==> config.mk <==
export PLATFORM = sky130hd
export DESIGN_NAME = alu_rr_arbiter
export DESIGN_NICKNAME = d
export VERILOG_FILES = /design/src/rtl/alu_rr_arbiter.sv
export SDC_FILE = /design/constraint.sdc
export NUM_CORES = 1
export LEC_CHECK = 0
export CORE_MARGIN = 2
export CORE_UTILIZATION = 48
export DETAILED_ROUTE_END_ITERATION = 7
export PLACE_DENSITY = 0.85
export SLEW_MARGIN = 0
export SYNTH_ARGS = -nofsm -noshare
export SYNTH_HDL_FRONTEND = slang
export SYNTH_SLANG_ARGS = --single-unit
==> constraint.sdc <==
create_clock -name clk -period 2.8 [get_ports clk]
set_input_delay 0.42 -clock clk [delete_from_list [all_inputs] [get_ports clk]]
set_output_delay 0.42 -clock clk [all_outputs]
set_load 0.01 [all_outputs]
==> src/rtl/alu_rr_arbiter.sv <==
// Round-robin sequencer sharing one start/done ALU among NUM_REQ requesters.
// Latency: accept T, alu_start T+1, done edge at D -> rsp_valid D+1 (bad op: T+1).
// Backpressure: one request in flight; req_ready only in IDLE, losers hold their request.
module alu_rr_arbiter #(
    parameter int NUM_REQ = 4,
    parameter int TIMEOUT = 255
) (
    input  logic                 clk,
    input  logic                 reset,
    input  logic [NUM_REQ-1:0]   req_valid,
    input  logic [3*NUM_REQ-1:0] req_op,
    input  logic [8*NUM_REQ-1:0] req_a,
    input  logic [8*NUM_REQ-1:0] req_b,
    output logic [NUM_REQ-1:0]   req_ready,
    output logic [NUM_REQ-1:0]   rsp_valid,
    output logic [15:0]          rsp_result,
    output logic                 rsp_error,
    output logic                 busy,
    output logic                 alu_start,
    output logic [2:0]           alu_op,
    output logic [7:0]           alu_a,
    output logic [7:0]           alu_b,
    input  logic                 alu_done,
    input  logic [15:0]          alu_result
);
    localparam int IW = $clog2(NUM_REQ);
    localparam logic [2:0] OP_BAD = 3'b111;

    typedef enum logic [1:0] {IDLE, ISSUE, WAIT, RESP} state_t;

    state_t        state;
    state_t        state_nxt;
    logic [IW-1:0] last_grant;
    logic [IW-1:0] owner;
    logic [IW-1:0] win_idx;
    logic [IW-1:0] cand;
    logic          win_found;
    logic [2:0]    win_op;
    logic [7:0]    win_a;
    logic [7:0]    win_b;
    logic          accept;
    logic          done_q;
    logic          done_edge;
    logic          timed_out;
    logic [15:0]   timer;

    // Only a fresh rising edge of done counts; a level left over from a prior op is ignored.
    assign done_edge = alu_done & ~done_q;
    assign timed_out = (timer == 16'(TIMEOUT - 1));
    assign accept    = (state == IDLE) && win_found && !reset;

    // Rotating-priority scan starting just after the last served requester.
    always_comb begin
        win_found = 1'b0;
        win_idx   = '0;
        cand      = '0;
        win_op    = '0;
        win_a     = '0;
        win_b     = '0;
        for (int k = 1; k <= NUM_REQ; k++) begin
            cand = IW'((int'(last_grant) + k) % NUM_REQ);
            if (!win_found && req_valid[cand]) begin
                win_found = 1'b1;
                win_idx   = cand;
                win_op    = req_op[3*int'(cand) +: 3];
                win_a     = req_a[8*int'(cand) +: 8];
                win_b     = req_b[8*int'(cand) +: 8];
            end
        end
    end

    // One-hot accept strobe to the winner, only while idle.
    always_comb begin
        req_ready = '0;
        if (accept) begin
            req_ready[win_idx] = 1'b1;
        end
    end

    // State register.
    always_ff @(posedge clk) begin
        if (reset) begin
            state <= IDLE;
        end else begin
            state <= state_nxt;
        end
    end

    // Next-state logic; completion takes precedence over timeout.
    always_comb begin
        state_nxt = state;
        case (state)
            IDLE:    if (accept) state_nxt = (win_op == OP_BAD) ? RESP : ISSUE;
            ISSUE:   state_nxt = WAIT;
            WAIT:    if (done_edge || timed_out) state_nxt = RESP;
            RESP:    state_nxt = IDLE;
            default: state_nxt = IDLE;
        endcase
    end

    // State-decoded outputs: start pulse, busy flag and the owner's response strobe.
    always_comb begin
        alu_start = (state == ISSUE);
        busy      = (state != IDLE);
        rsp_valid = '0;
        if (state == RESP) begin
            rsp_valid[owner] = 1'b1;
        end
    end

    // Datapath: capture the winner's operands, run the wait timer, latch the response.
    always_ff @(posedge clk) begin
        if (reset) begin
            last_grant <= IW'(NUM_REQ - 1);
            owner      <= '0;
            alu_op     <= '0;
            alu_a      <= '0;
            alu_b      <= '0;
            rsp_result <= '0;
            rsp_error  <= 1'b0;
            timer      <= '0;
            done_q     <= 1'b0;
        end else begin
            done_q <= alu_done;
            case (state)
                IDLE: begin
                    if (accept) begin
                        owner  <= win_idx;
                        alu_op <= win_op;
                        alu_a  <= win_a;
                        alu_b  <= win_b;
                        if (win_op == OP_BAD) begin
                            rsp_result <= '0;
                            rsp_error  <= 1'b1;
                        end
                    end
                end
                ISSUE: timer <= '0;
                WAIT: begin
                    if (done_edge) begin
                        rsp_result <= alu_result;
                        rsp_error  <= 1'b0;
                    end else if (timed_out) begin
                        rsp_result <= '0;
                        rsp_error  <= 1'b1;
                    end else begin
                        timer <= timer + 16'd1;
                    end
                end
                RESP: last_grant <= owner;
                default: ;
            endcase
        end
    end
endmodule

* Word level (Yosys, flattened, before mapping)
Index checks and enable logic that the tools add are counted.
** Word-level totals
- Flip-flop bits (word level) :: 59
- Bits of input ports :: 99
- Output and inout port bits :: 46
** Operators by class
- Add/subtract/negate cells :: 5
- Multiply operators :: 4
- Order comparisons :: 8
- Eq/ne operators :: 11
- Shift-type cells :: 12
- Mux-type cells :: 51
- Bitwise logic cells :: 2
- Reduce and logical (&&, ||, !) cells :: 20
** Operators with widths (number)
- $shiftx 32x6->8 :: 8
- $mux 16 :: 6
- $mux 8 :: 8
- $pmux 16 s2 :: 2
- $shiftx 12x5->3 :: 4
- $lt 2x3->1 const B :: 6
- $add 16x1->16 const B :: 1
- $eq 16x8->1 const B :: 1
- $mul 2x2->4 const A :: 4
- $mux 1 :: 14
- $mux 2 :: 7
- $mux 3 :: 4
- $bmux 1 s2 :: 4
- $mux 4 :: 2
- $ne 2x2->1 const B :: 4
- $pmux 2 s4 :: 1
- $logic_and 1x1->1 :: 7
- $reduce_bool 2->1 :: 3
- $add 2x1->2 const B :: 2
- $add 2x2->2 const B :: 2
- $demux 1 s2 :: 2
- $eq 2x2->1 const B :: 2
- $ge 2x1->1 const B :: 2
- $logic_not 1->1 :: 4
- other kinds (12) :: 13

* Longest topological paths before layout
Gate-level depths: netlist of the first run.
- Depth in word-level cells :: 18
- Depth in mapped cells :: 11
- Gate-level depth less buffers :: 9

* Least setup slack after synthesis of the first run
Ideal clock, no wire load.
- Kind :: register -> output
- Start :: register last_grant[1]
- End :: output req_ready[3]
- Data arrival time :: 2.025 ns
- Slack :: 0.355 ns
- Cell stages (with the launch flop) :: 10
- Path buffers :: 5
- Path through :: dfxtp_1 > buf_6 > buf_2 > buf_2 > buf_2 > buf_2 > a21oi_1 > nor2_1 > nor3_1 > nor4_1
** Between the ends
- Word-level cells in the longest chain between the ends :: 18
- Elaborated cells between the ends (all ways) :: 34
- Those cells by class :: add/sub: 4; order compare: 2; mux: 19; reduce/logical: 9
** RTL lines
- start: declaration :: RTL line 33 : logic [IW-1:0] last_grant;
- start signal: assignment :: RTL line 114 : last_grant <= IW'(NUM_REQ - 1);
- start signal: assignment :: RTL line 150 : RESP: last_grant <= owner;
- $add 2x1->2 :: RTL line 61 : cand = IW'((int'(last_grant) + k) % NUM_REQ);
- $bmux 1 s2 :: RTL line 62 : if (!win_found && req_valid[cand]) begin
- $mux 1 (implied by the code) :: RTL line 62
- $mux 1 :: RTL line 62
- $logic_not 1->1 :: RTL line 62
- $logic_and 1x1->1 :: RTL line 62
- $mux 1 :: RTL line 62
- $logic_not 1->1 :: RTL line 62
- [... 2 more ...]
- $logic_not 1->1 :: RTL line 62
- $logic_and 1x1->1 :: RTL line 62
- $mux 2 :: RTL line 62
- $lt 2x3->1 (implied by the code) / $ge 2x1->1 (equally long branches) :: RTL line 76 : req_ready[win_idx] = 1'b1;
- $logic_and 1x1->1 (implied by the code) :: RTL line 76
- $mux 1 (implied by the code) :: RTL line 76
- $demux 1 s2 :: RTL line 76
- $mux 4 * :: RTL line 75 : if (accept) begin
- end: declaration :: RTL line 14 : output logic [NUM_REQ-1:0] req_ready,
Mark *: on every way between the ends. The rest lies on a longest branch, timed or not. The select of a mux whose other input is x is not followed.

* Final worst setup path of the first run
- Start :: input req_valid[0]
- End :: output req_ready[3]
** Between the ends
- Word-level cells in the longest chain between the ends :: 17
- Elaborated cells between the ends (all ways) :: 30
- Those cells by class :: order compare: 2; mux: 19; reduce/logical: 9
** RTL lines
- start: declaration :: RTL line 10 : input logic [NUM_REQ-1:0] req_valid,
- $bmux 1 s2 :: RTL line 62
- $mux 1 (implied by the code) :: RTL line 62
- $mux 1 :: RTL line 62
- $logic_not 1->1 :: RTL line 62
- $logic_and 1x1->1 :: RTL line 62
- $mux 1 :: RTL line 62
- $logic_not 1->1 :: RTL line 62
- $logic_and 1x1->1 :: RTL line 62
- $mux 1 :: RTL line 62
- $logic_not 1->1 :: RTL line 62
- $logic_and 1x1->1 :: RTL line 62
- $mux 2 :: RTL line 62
- $lt 2x3->1 (implied by the code) / $ge 2x1->1 (equally long branches) :: RTL line 76
- $logic_and 1x1->1 (implied by the code) :: RTL line 76
- $mux 1 (implied by the code) :: RTL line 76
- $demux 1 s2 :: RTL line 76
- $mux 4 * :: RTL line 75
Marks and branches as above.

==> results of run 1 <==
[synthesized netlist by cell type (3+ instances only)]
| cell | count |
|---|---|
| buf_2 | 15 |
| or3_1 | 5 |
| a31oi_1 | 3 |
| nor2_1 | 56 |
| inv_1 | 10 |
| o221ai_1 | 16 |
| nand2b_1 | 4 |
| o21ai_0 | 56 |
| and3_1 | 5 |
| ha_1 | 7 |
| nor2b_1 | 10 |
| mux2_2 | 19 |
| a211oi_1 | 6 |
| nor4_1 | 4 |
| nor3b_1 | 5 |
| nand2_1 | 65 |
| buf_1 | 3 |
| clkbuf_1 | 24 |
| xnor2_1 | 5 |
| xor2_1 | 4 |
| nor3_1 | 7 |
| mux2i_1 | 104 |
| a21oi_1 | 65 |
| nand4_1 | 3 |
| nand3_1 | 5 |
| dfxtp_1 | 59 |
| and3b_1 | 3 |
[metrics by stage]
step                utilization, %  worst slack [ps]  total power, W  cell area, sq um  hold WS, ps
floorplan                        -               355         0.00270              4830          467
global placement              66.7              -214         0.00355              6520          445
detailed placement            66.7              -313         0.00364              6520          458
CTS                           68.5              20.6         0.00433              6690          469
global route                  68.7             -34.8         0.00464              6720          484
finish                        68.7             -35.1         0.00437              6720          464
[report_power, final]
part	switching (W)	internal, W
Sequential	0.000127	0.00102
Combinational	0.00136	0.00120
Clock	0.000347	0.000317
[registers in the layout, summed over array words and instances, names as in the netlist]
name        count
rsp_result     16
timer          16
alu_a           8
alu_b           8
alu_op          3
last_grant      2
owner           2
state           2
done_q          1
rsp_error       1
[critical path, stage by stage]
cell,delay [ps]
dlygate4sd2_1,300
nor2b_1,180
o21a_1,210
a311o_1,320
nor4_2,280
buf_4,180
clkdlybuf4s50_1,540
[area by class of cell]
class	count	area, sq um	share of cell area, %
clock inverter	5	28.8	0.428
tap	133	166	2.48
sequential	59	1190	17.7
multi-input combinational	493	3390	50.4
inverter	11	41.3	0.615
clock buffer	11	131	1.96
timing repair buffer	187	1780	26.4
[what timing repair did]
action	4_1_cts	5_1_grt
cloned	0	0
hold endpoints to repair	0	0
endpoints found under the setup margin	4	3
pin swaps	0	0
resized for setup	9	2
setup buffers	1	3
[how the worst max path moves through the flow]
stage                                          start                    endpoint  slack [ps]  cells past startpoint
after floorplan           last_grant[1]$_SDFFE_PP1P_                req_ready[3]         360                      9
after global placement                  req_valid[1]                req_ready[3]        -210                      8
after global routing                    req_valid[2]                req_ready[3]         -30                      9
after CTS                 last_grant[0]$_SDFFE_PP1P_                req_ready[3]          20                      8
after detailed placement                req_valid[1]  rsp_result[0]$_SDFFE_PP0P_        -310                     10
final                                   req_valid[0]                req_ready[3]         -40                      7
[cell families (layout without fill, tap and decap cells)]
kind of cell,count (synthesis),count (layout),share of synthesized area (%)
DFF,59,59,24.5
and+or+nand+nor,184,184,17.9
xor gates and xnor gates,9,9,1.63
AOI/OAI and AO/OA,167,167,21.2
muxes,126,126,27.2
adders and majority gates,7,7,1.81
buffers and inverters,57,214,5.73
[routing by layer]
metal,vias up,routed length (um)
met5,-,0
met4,0,473
met1,2474,6130
li1,2527,-
met3,48,1010
met2,272,7810
==> summary.md, run 1 <==
| Metric | Value |
|---|---|
| Run status | finished with violations |
| Failing checks | negative setup slack |
| RR Endpoint | rsp_result[3]$_SDFFE_PP0P_ |
| Worst Setup Start Kind | input pin |
| CTS tree | built |
| Top FF cell, synth | dfxtp_1 |
| Cell taking the most area after synthesis | dfxtp_1 |
| FF-to-FF setup slack | 200 ps |
| Max VDD drop | ~440 uV |
| Synthesized instance count | 609 |
| Layout net count | about 870 |
| Antenna Cells | 0 |
| WL/cell | ~17 um |
| Fill cell count | about 800 |
| Worst slew margin | between 20% and 30% |
| Worst hold start | rsp_result[8]$_SDFFE_PP0P_ |
| GP Congestion | roughly 0.90 |
| PortBufs | roughly 140 |
| Synth cell types | 56 |
| Vias | 5321 |
| Antenna Violating Nets Remaining | 0 |
| Max Cap Viol | 0 |
| Number of global-route vias before repair | roughly 5300 |
| Overall die width | about 100 um |
| DR pass1 iterations | 5 |
| Worst Tran Pin Value | roughly 1100 ps |
| GR peak layer | met2 |
| Hold Path Class | reg -> reg |
| Synth top area cells | dfxtp_1, mux2i_1, a21oi_1, o21ai_0, nand2_1 |
| Clock transition at path regs | roughly 70 ps |
| DRC violations left | 0 |
| Crit path kind | in -> out |
| Cell area after synthesis | 4830 sq um |
| Most common cell after layout, fill and taps aside | clkdlybuf4s50_1 |
| Number of stages on the worst hold path | 2 |
| Unrepaired setup endpoints after global routing | yes |
| GR Util met2 | roughly half |
| Setup ws final | -35.1 ps |
| Final WL | approximately 15000 um |
| Num CTS Buffers | 9 |
| Initial Utilization | between 40% and 50% |
| Non-filler instance count after layout | between 800 and 900 |
| I/O pin count | 145 |
| Final period util | 101% |
| Reg2Reg Depth | 8 |
| Hold Path End | rsp_result[8]$_SDFFE_PP0P_ |
| Setup Skew | 11.5 ps |
| Slew Viols, Final | 0 |
| Pin count of the biggest net entering global routing | between 60 and 70 |
| Period minus WS final | between 2000 and 3000 ps |
| Worst Path Max Fanout | 5 |
| FP Rows | 36 |
| Worst flop-to-flop path startpoint | last_grant[1]$_SDFFE_PP1P_ |
| Hpwl dp | between 10000 and 15000 um |
| Async SR Flop Fraction | 0% |
| Lkg Pwr | between 3 and 4 nW |
| Register bit count reported by yosys | between 50 and 60 |
| Area Overhead vs Synth | 39.2% |
| Core region area | about 9800 sq um |
| Initial antenna violation count | 0 |
| Met3 GRT Util | a little over 5% |
| Clock sink count | about 60 |
| Placed cells | approximately 880 |
| Post-Syn Area per Cell | approximately 7.9 sq um |
| First-pass GRT wire length | roughly 25000 um |
| Final setup fails | 1 |
| Fmax | ~0.35 GHz |
| Post-synth EDFFs | 0 |
| Final hold violation count | 0 |
| Cts hold-fix bufs | 0 |
| Yosys top cell area share | 24.5% |
| Die Height | 104 um |
| Global routing usage on met1 | around 32% |
| Vias per cell | ~6 |
| Sequential share of the synthesized area | 24.5% |
| Share of layout cells above drive strength 1 | between 10% and 20% |
| GR Util All Layers | around 27% |
| Most frequent cells in the layout | clkdlybuf4s50_1, mux2i_1, a21oi_1, nand2_1, dfxtp_1 |
| Worst Path Required | 2380 ps |
| Post-Syn Nets | 715 |
| Yosys warnings | 0 |
| Setup tns final | -35.1 ps |
| Clock latency on the worst-skew pair | 340 ps |
| Die area | 10900 sq um |
| Clock Tree Buf Depth | 2 |
| GRT Residual Overflow | 0 |
| Iteration-0 DRC Markers | ~360 |
| Pwr dens | ~650 nW/um^2 |
| CTS Root Cell | clkbuf_8 |
| Critical path data arrival time | around 2400 ps |
| CTS H-tree depth | 3 |
| Worst Setup End Kind | output pin |
Note: power is estimated with default switching activity, not from simulation.
==> run 2, diff against run 1 <==
--- a/config.mk
+++ b/config.mk
@@ -5,11 +5,13 @@
 export SDC_FILE = /design/constraint.sdc
 export NUM_CORES = 1
 export LEC_CHECK = 0
+export CAP_MARGIN = 20
 export CORE_MARGIN = 2
-export CORE_UTILIZATION = 48
+export CORE_UTILIZATION = 45
 export DETAILED_ROUTE_END_ITERATION = 7
-export PLACE_DENSITY = 0.85
+export PLACE_DENSITY = 0.81
 export SLEW_MARGIN = 0
 export SYNTH_ARGS = -nofsm -noshare
 export SYNTH_HDL_FRONTEND = slang
 export SYNTH_SLANG_ARGS = --single-unit
+export TNS_END_PERCENT = 5
==> run 2 against run 1 <==
The flow now finishes without violations. Largest cell class unchanged. Die area increased by 6.4%. Routed wire length shrank 3.7%. Critical endpoint is now req_ready[0]. Final cell count up 0.56%. Critical path type unchanged. Non-clock buffer count grew 2.
==> summary.md, run 2 (same netlist as run 1, synthesis figures left out) <==
| Metric | Value |
|---|---|
| FP Rows | 37 |
| Sw frac | 41.2% |
| GRT Residual Overflow | 0 |
| Clock sink count | 59 |
| CP Buf/Inv Count | 3 |
| Hpwl dp | between 10000 and 15000 um |
| Most common cell after layout, fill and taps aside | clkdlybuf4s50_1 |
| WL/cell | 16.4 um |
| Worst hold margin | roughly 460 ps |
| GR Util All Layers | ~26% |
| Crit path kind | in -> out |
| Clock latency on the worst-skew pair | 350 ps |
| Clock network fraction of total power | 17.9% |
| Worst Path Max Fanout | 9 |
| Worst Tran Pin Value | just over 700 ps |
| Worst Path Required | 2380 ps |
| Flop pwr share | roughly a quarter |
| Combinational Power Share | a little under three fifths |
| Die Height | 108 um |
| Num CTS Buffers | 9 |
| Antenna Cells | 0 |
| Most common cell on crit path | nor2_1 |
| Worst Setup End Kind | output pin |
| Slowest stage delay, CP | 480 ps |
| Final WL | between 10000 and 15000 um |
| Pin count of the biggest net entering global routing | 72 |
| Unrepaired setup endpoints after global routing | no |
| Clock Tree Buf Depth | 2 |
| Share of layout cells above drive strength 1 | between 10% and 20% |
| Number of global-route vias before repair | about 5200 |
| Worst path cell trace | dlygate4sd2_1 > nor2_1 > nor2_1 > o21a_1 > a311o_1 > buf_4 > and3_1 > clkdlybuf4s50_1 |
| PortBufs | 144 |
| I/O pin count | 145 |
| Pint | 0.00264 W |
| Most frequent cells in the layout | clkdlybuf4s50_1, mux2i_1, a21oi_1, nand2_1, dfxtp_1 |
| CTS H-tree depth | 3 |
| Slew Viols, Final | 0 |
| Worst slew margin | a little over half |
| Psw | 0.00185 W |
| Pwr dens | between 600 and 700 nW/um^2 |
| Vias | 5195 |
| Initial Utilization | a little under half |
| Core Util, Final | about two thirds |
| Period minus WS final | roughly 2700 ps |
| First-pass GRT wire length | approximately 24000 um |
| Clock transition at path regs | roughly 70 ps |
| Final hold violation count | 0 |
| Core region area | between 10000 and 15000 sq um |
| DR pass1 iterations | 5 |
| Run status | completed |
| Vias per cell | ~5.7 |
| Max Cap Viol | 0 |
| Die area | approximately 12000 sq um |
| Final period util | 95.7% |
| Max VDD drop | 403 uV |
| Slowest cell on crit path | clkdlybuf4s50_1 |
| Worst Setup Start Kind | input pin |
| Final setup fails | 0 |
| Antenna Violating Nets Remaining | 0 |
| CTS tree | built |
| Top flop regs | rsp_result x16, timer x16 |
| Area Overhead vs Synth | 40.4% |
| Lkg Pwr | about 3 nW |
| DRC violations left | 0 |
| Critical path data arrival time | approximately 2300 ps |
| CTS Root Cell | clkbuf_8 |
| Layout net count | a little under 900 |
| Pre-CTS setup slack | -266 ps |
| Family with the most delay on the worst path | buffers and inverters |
| Setup ws final | between 100 and 150 ps |
| Initial antenna violation count | 0 |
| Setup Skew | 13.1 ps |
| Overall die width | between 100 and 150 um |
| Fmax | between 0.3 and 0.4 GHz |
| Hold Path Class | reg -> reg |
| GP Congestion | roughly 0.85 |
| Iteration-0 DRC Markers | 305 |
## run 2: cell count changes in the layout (fill, tap and decap cells not counted), moves of 2 or more
cell	change
clkbuf_1	-2
clkinv_4	+2
dlygate4sd2_1	+4
clkdlybuf4s50_1	-2
buf_6	+2
clkinv_2	-2
## run 2: metrics by stage
stage                     total power, W  std cells  instance area (sq um)  setup TNS [ps]
after global placement           0.00358        886                   6550           -3850
final                            0.00449        904                   6780               0
after detailed placement         0.00366        886                   6550           -5840
after global routing             0.00481        904                   6780               0
after CTS                        0.00448        902                   6750               0
after floorplan                  0.00270        609                   4830               0
## run 2: area by class of cell
cell class,instances,area (sq um)
fill,911,3590
multi-input combinational,493,3390
timing repair buffer,189,1790
sequential,59,1190
tap,136,170
clock buffer,9,124
clock inverter,7,73.8
inverter,11,41.3
## run 2: power groups by stage
| stage | Sequential [W] | Combinational (W) | Clock [W] |
|---|---|---|---|
| finish | 0.00116 | 0.00252 | 0.000802 |
| global route | 0.00119 | 0.00276 | 0.000856 |
| CTS | 0.00117 | 0.00248 | 0.000822 |
| detailed placement | 0.00118 | 0.00247 | 0 |
| global placement | 0.00118 | 0.00240 | 0 |
| floorplan | 0.00119 | 0.00151 | 0 |
## run 2: final timing paths
check,end,slack (ps),from,cells past startpoint
max,req_ready[0],120,req_valid[1],8
min,rsp_result[5]$_SDFFE_PP0P_,460,rsp_result[5]$_SDFFE_PP0P_,2
max reg2reg,timer[10]$_SDFFE_PP0P_,230,timer[0]$_SDFFE_PP0P_,9
min reg2reg,rsp_result[5]$_SDFFE_PP0P_,460,rsp_result[5]$_SDFFE_PP0P_,2
## run 2: timing repair
item                       in CTS  in global routing
hold buffers                    0                  0
resized for setup               9                  1
setup buffers                   0                  1
setup endpoints to repair       4                 18
## run 2: tightest hold or removal path, stage by stage, from the launching register on
cell     delay (ps)
dfxtp_1         310
nand2_1          50
mux2i_1          60
## run 2: metal layers
metal | vias up | GRT usage (%) | wire length [um]
li1 | 2537 | - | -
met1 | 2444 | 33.3 | 6380
met2 | 176 | 43.4 | 7180
met3 | 38 | 4.24 | 830
met4 | 0 | 10.2 | 460
met5 | - | 0 | 0
==> run 3, diff against run 2 <==
==> constraint.sdc (replaced) <==
create_clock -name clk -period 2.5 [get_ports clk]
set_input_delay 0.375 -clock clk [delete_from_list [all_inputs] [get_ports clk]]
set_output_delay 0.375 -clock clk [all_outputs]
set_load 0.01 [all_outputs]
==> run 3 against run 2 <==
Worst hold slack got worse by 2.1 ps. Count of clock-buffer cells in the layout increased by 1. Global-route usage increased by 0.87 points. Via count increased by 1.4%. Final cell count increased by 1.8%. Highest routed layer unchanged. Clock skew about the same. Combinational power increased by 18%. Critical endpoint is now req_ready[3]. Final area increased by 2.9%.
==> summary.md, run 3 (same netlist as run 1, synthesis figures left out) <==
| Metric | Value |
|---|---|
| Area Overhead vs Synth | 44.5% |
| Worst Setup End Kind | output pin |
| Share of layout cells above drive strength 1 | approximately 15% |
| Hpwl dp | around 11000 um |
| Sw frac | 41.3% |
| Worst slew margin | ~50% |
| DR pass1 iterations | 5 |
| Final WL | 15200 um |
| CTS H-tree depth | 3 |
| Hold Path Class | reg -> reg |
| Worst setup startpoint | req_valid[1] |
| Layout net count | a little under 900 |
| Clock sink count | 59 |
| Pin count of the biggest net entering global routing | 75 |
| Lkg Pwr | approximately 3.2 nW |
| Iteration-0 DRC Markers | between 300 and 400 |
| RR Endpoint | rsp_result[5]$_SDFFE_PP0P_ |
| Vias | 5270 |
| Worst flop-to-flop path startpoint | last_grant[1]$_SDFFE_PP1P_ |
| PortBufs | 144 |
| Initial Utilization | 46.5% |
| Pwr dens | approximately 730 nW/um^2 |
| Number of global-route vias before repair | roughly 5300 |
| Top flop regs | rsp_result x16, timer x16 |
| Clock network fraction of total power | about 17% |
| Worst path cell trace | dlygate4sd2_1 > mux2i_1 > nor2_1 > nor3_2 > buf_4 > buf_4 > nor4_1 > dlygate4sd1_1 |
| Slowest cell on crit path | dlygate4sd2_1 |
| First-pass GRT wire length | roughly 25000 um |
| Worst Path Max Fanout | 10 |
| Crit path kind | in -> out |
| Combinational Power Share | roughly three fifths |
| Core region area | roughly 10000 sq um |
| Flop pwr share | about a quarter |
| Psw | roughly 0.0021 W |
| FP Rows | 37 |
| Final setup fails | 0 |
| Most frequent cells in the layout | clkdlybuf4s50_1, mux2i_1, a21oi_1 |
| Worst Path Required | about 2100 ps |
| DRC violations left | 0 |
| Antenna Cells | 0 |
| Initial antenna violation count | 0 |
| Antenna Violating Nets Remaining | 0 |
| GRT Residual Overflow | 0 |
| GP Congestion | 0.854 |
| Num CTS Buffers | 9 |
| I/O pin count | about 150 |
| CTS tree | built |
| Die Height | 108 um |
| Overall die width | between 100 and 150 um |
| Slowest stage delay, CP | approximately 430 ps |
| Setup Skew | between 10 and 15 ps |
| Placed Instance Area | approximately 6700 sq um |
| Clock latency on the worst-skew pair | approximately 350 ps |
| Max Cap Viol | 0 |
| Slew Viols, Final | 0 |
| Clock Tree Buf Depth | 2 |
| Critical path endpoint | req_ready[3] |
| Worst Setup Start Kind | input pin |
| GR Util All Layers | 26.8% |
| Fmax | between 0.4 and 0.5 GHz |
| Max VDD drop | between 500 and 600 uV |
| Unrepaired setup endpoints after global routing | yes |
| Worst Tran Pin Value | between 700 and 800 ps |
| Pint | 0.00300 W |
| Critical path data arrival time | roughly 2100 ps |
| Critical path depth | 8 |
| Period minus WS final | roughly 2400 ps |
| WL/cell | 16.5 um |
| FF-to-FF setup slack | about 60 ps |
| Reg2Reg Depth | 8 |
| Final period util | roughly 100% |
| Most common cell after layout, fill and taps aside | clkdlybuf4s50_1 |
| Family with the most delay on the worst path | buffers and inverters |
| Finished layout cell area | roughly 7000 sq um |
| CTS Root Cell | clkbuf_8 |
| Most common cell on crit path | buf_4 |
| Vias per cell | 5.73 |
| Clock transition at path regs | approximately 70 ps |
| Final hold violation count | 0 |
| CP Buf/Inv Count | 4 |
| Core Util, Final | between 60% and 70% |
| Die area | roughly 12000 sq um |
| Run status | completed |
==> run 3: cell type report <==
cell class	count	area, sq um
Sequential cell	59	1190
Tap cell	136	170
Timing Repair Buffer	205	1950
Clock buffer	10	149
Clock inverter	6	46.3
Multi-Input combinational cell	493	3430
Fill cell	878	3400
Inverter	11	41.3
==> run 3: per-layer routing <==
| layer | global-route usage (%) | share of wire (%) |
|---|---|---|
| met5 | 0 | 0 |
| met4 | 8.88 | 2.1 |
| met3 | 4.72 | 5.6 |
| met2 | 47.5 | 51 |
| met1 | 32.7 | 42 |
==> run 3: worst reg2reg max path, delay by kind of cell, from the launching register on <==
family	cells	cell delay [ps]
simple gates	2	290
mux	2	770
buf+inv	2	340
compound gates	2	540
flops	1	420
==> run 3: power by group through the flow <==
stage	Combinational, W	Sequential [W]	Clock, W
global route	0.00323	0.00131	0.000924
global placement	0.00278	0.00131	0
floorplan	0.00169	0.00134	0
CTS	0.00294	0.00129	0.000874
detailed placement	0.00286	0.00132	0
finish	0.00298	0.00129	0.000855
==> run 3: what timing repair did <==
item / CTS / global route
setup endpoints to repair: 21 / 37
gates resized for setup: 16 / 7
hold endpoints to repair: 0 / 0
buffers inserted: 4 / 0
hold buffers: 0 / 0
==> run 3: how the worst min path moves through the flow <==
| stage | start | endpoint | cells after the start |
|---|---|---|---|
| floorplan | reset | done_q$_SDFF_PP0_ | 1 |
| global placement | rsp_result[14]$_SDFFE_PP0P_ | rsp_result[14]$_SDFFE_PP0P_ | 2 |
| detailed placement | rsp_result[12]$_SDFFE_PP0P_ | rsp_result[12]$_SDFFE_PP0P_ | 2 |
| CTS | rsp_result[12]$_SDFFE_PP0P_ | rsp_result[12]$_SDFFE_PP0P_ | 2 |
| global route | rsp_result[15]$_SDFFE_PP0P_ | rsp_result[15]$_SDFFE_PP0P_ | 2 |
| finish | rsp_result[8]$_SDFFE_PP0P_ | rsp_result[8]$_SDFFE_PP0P_ | 2 |
==> run 3: stage by stage <==
step / std cells / hold slack, ps / setup slack, ps / setup TNS [ps] / power, W
2_1_floorplan: 609 / 447 / 100 / 0 / 0.00302
3_3_place_gp: 900 / 443 / -437 / -9090 / 0.00409
3_5_place_dp: 900 / 451 / -519 / -10390 / 0.00418
4_1_cts: 920 / 461 / -19.6 / -19.6 / 0.00510
5_1_grt: 920 / 493 / -131 / -181 / 0.00546
6_report: 920 / 462 / 50.5 / 0 / 0.00512
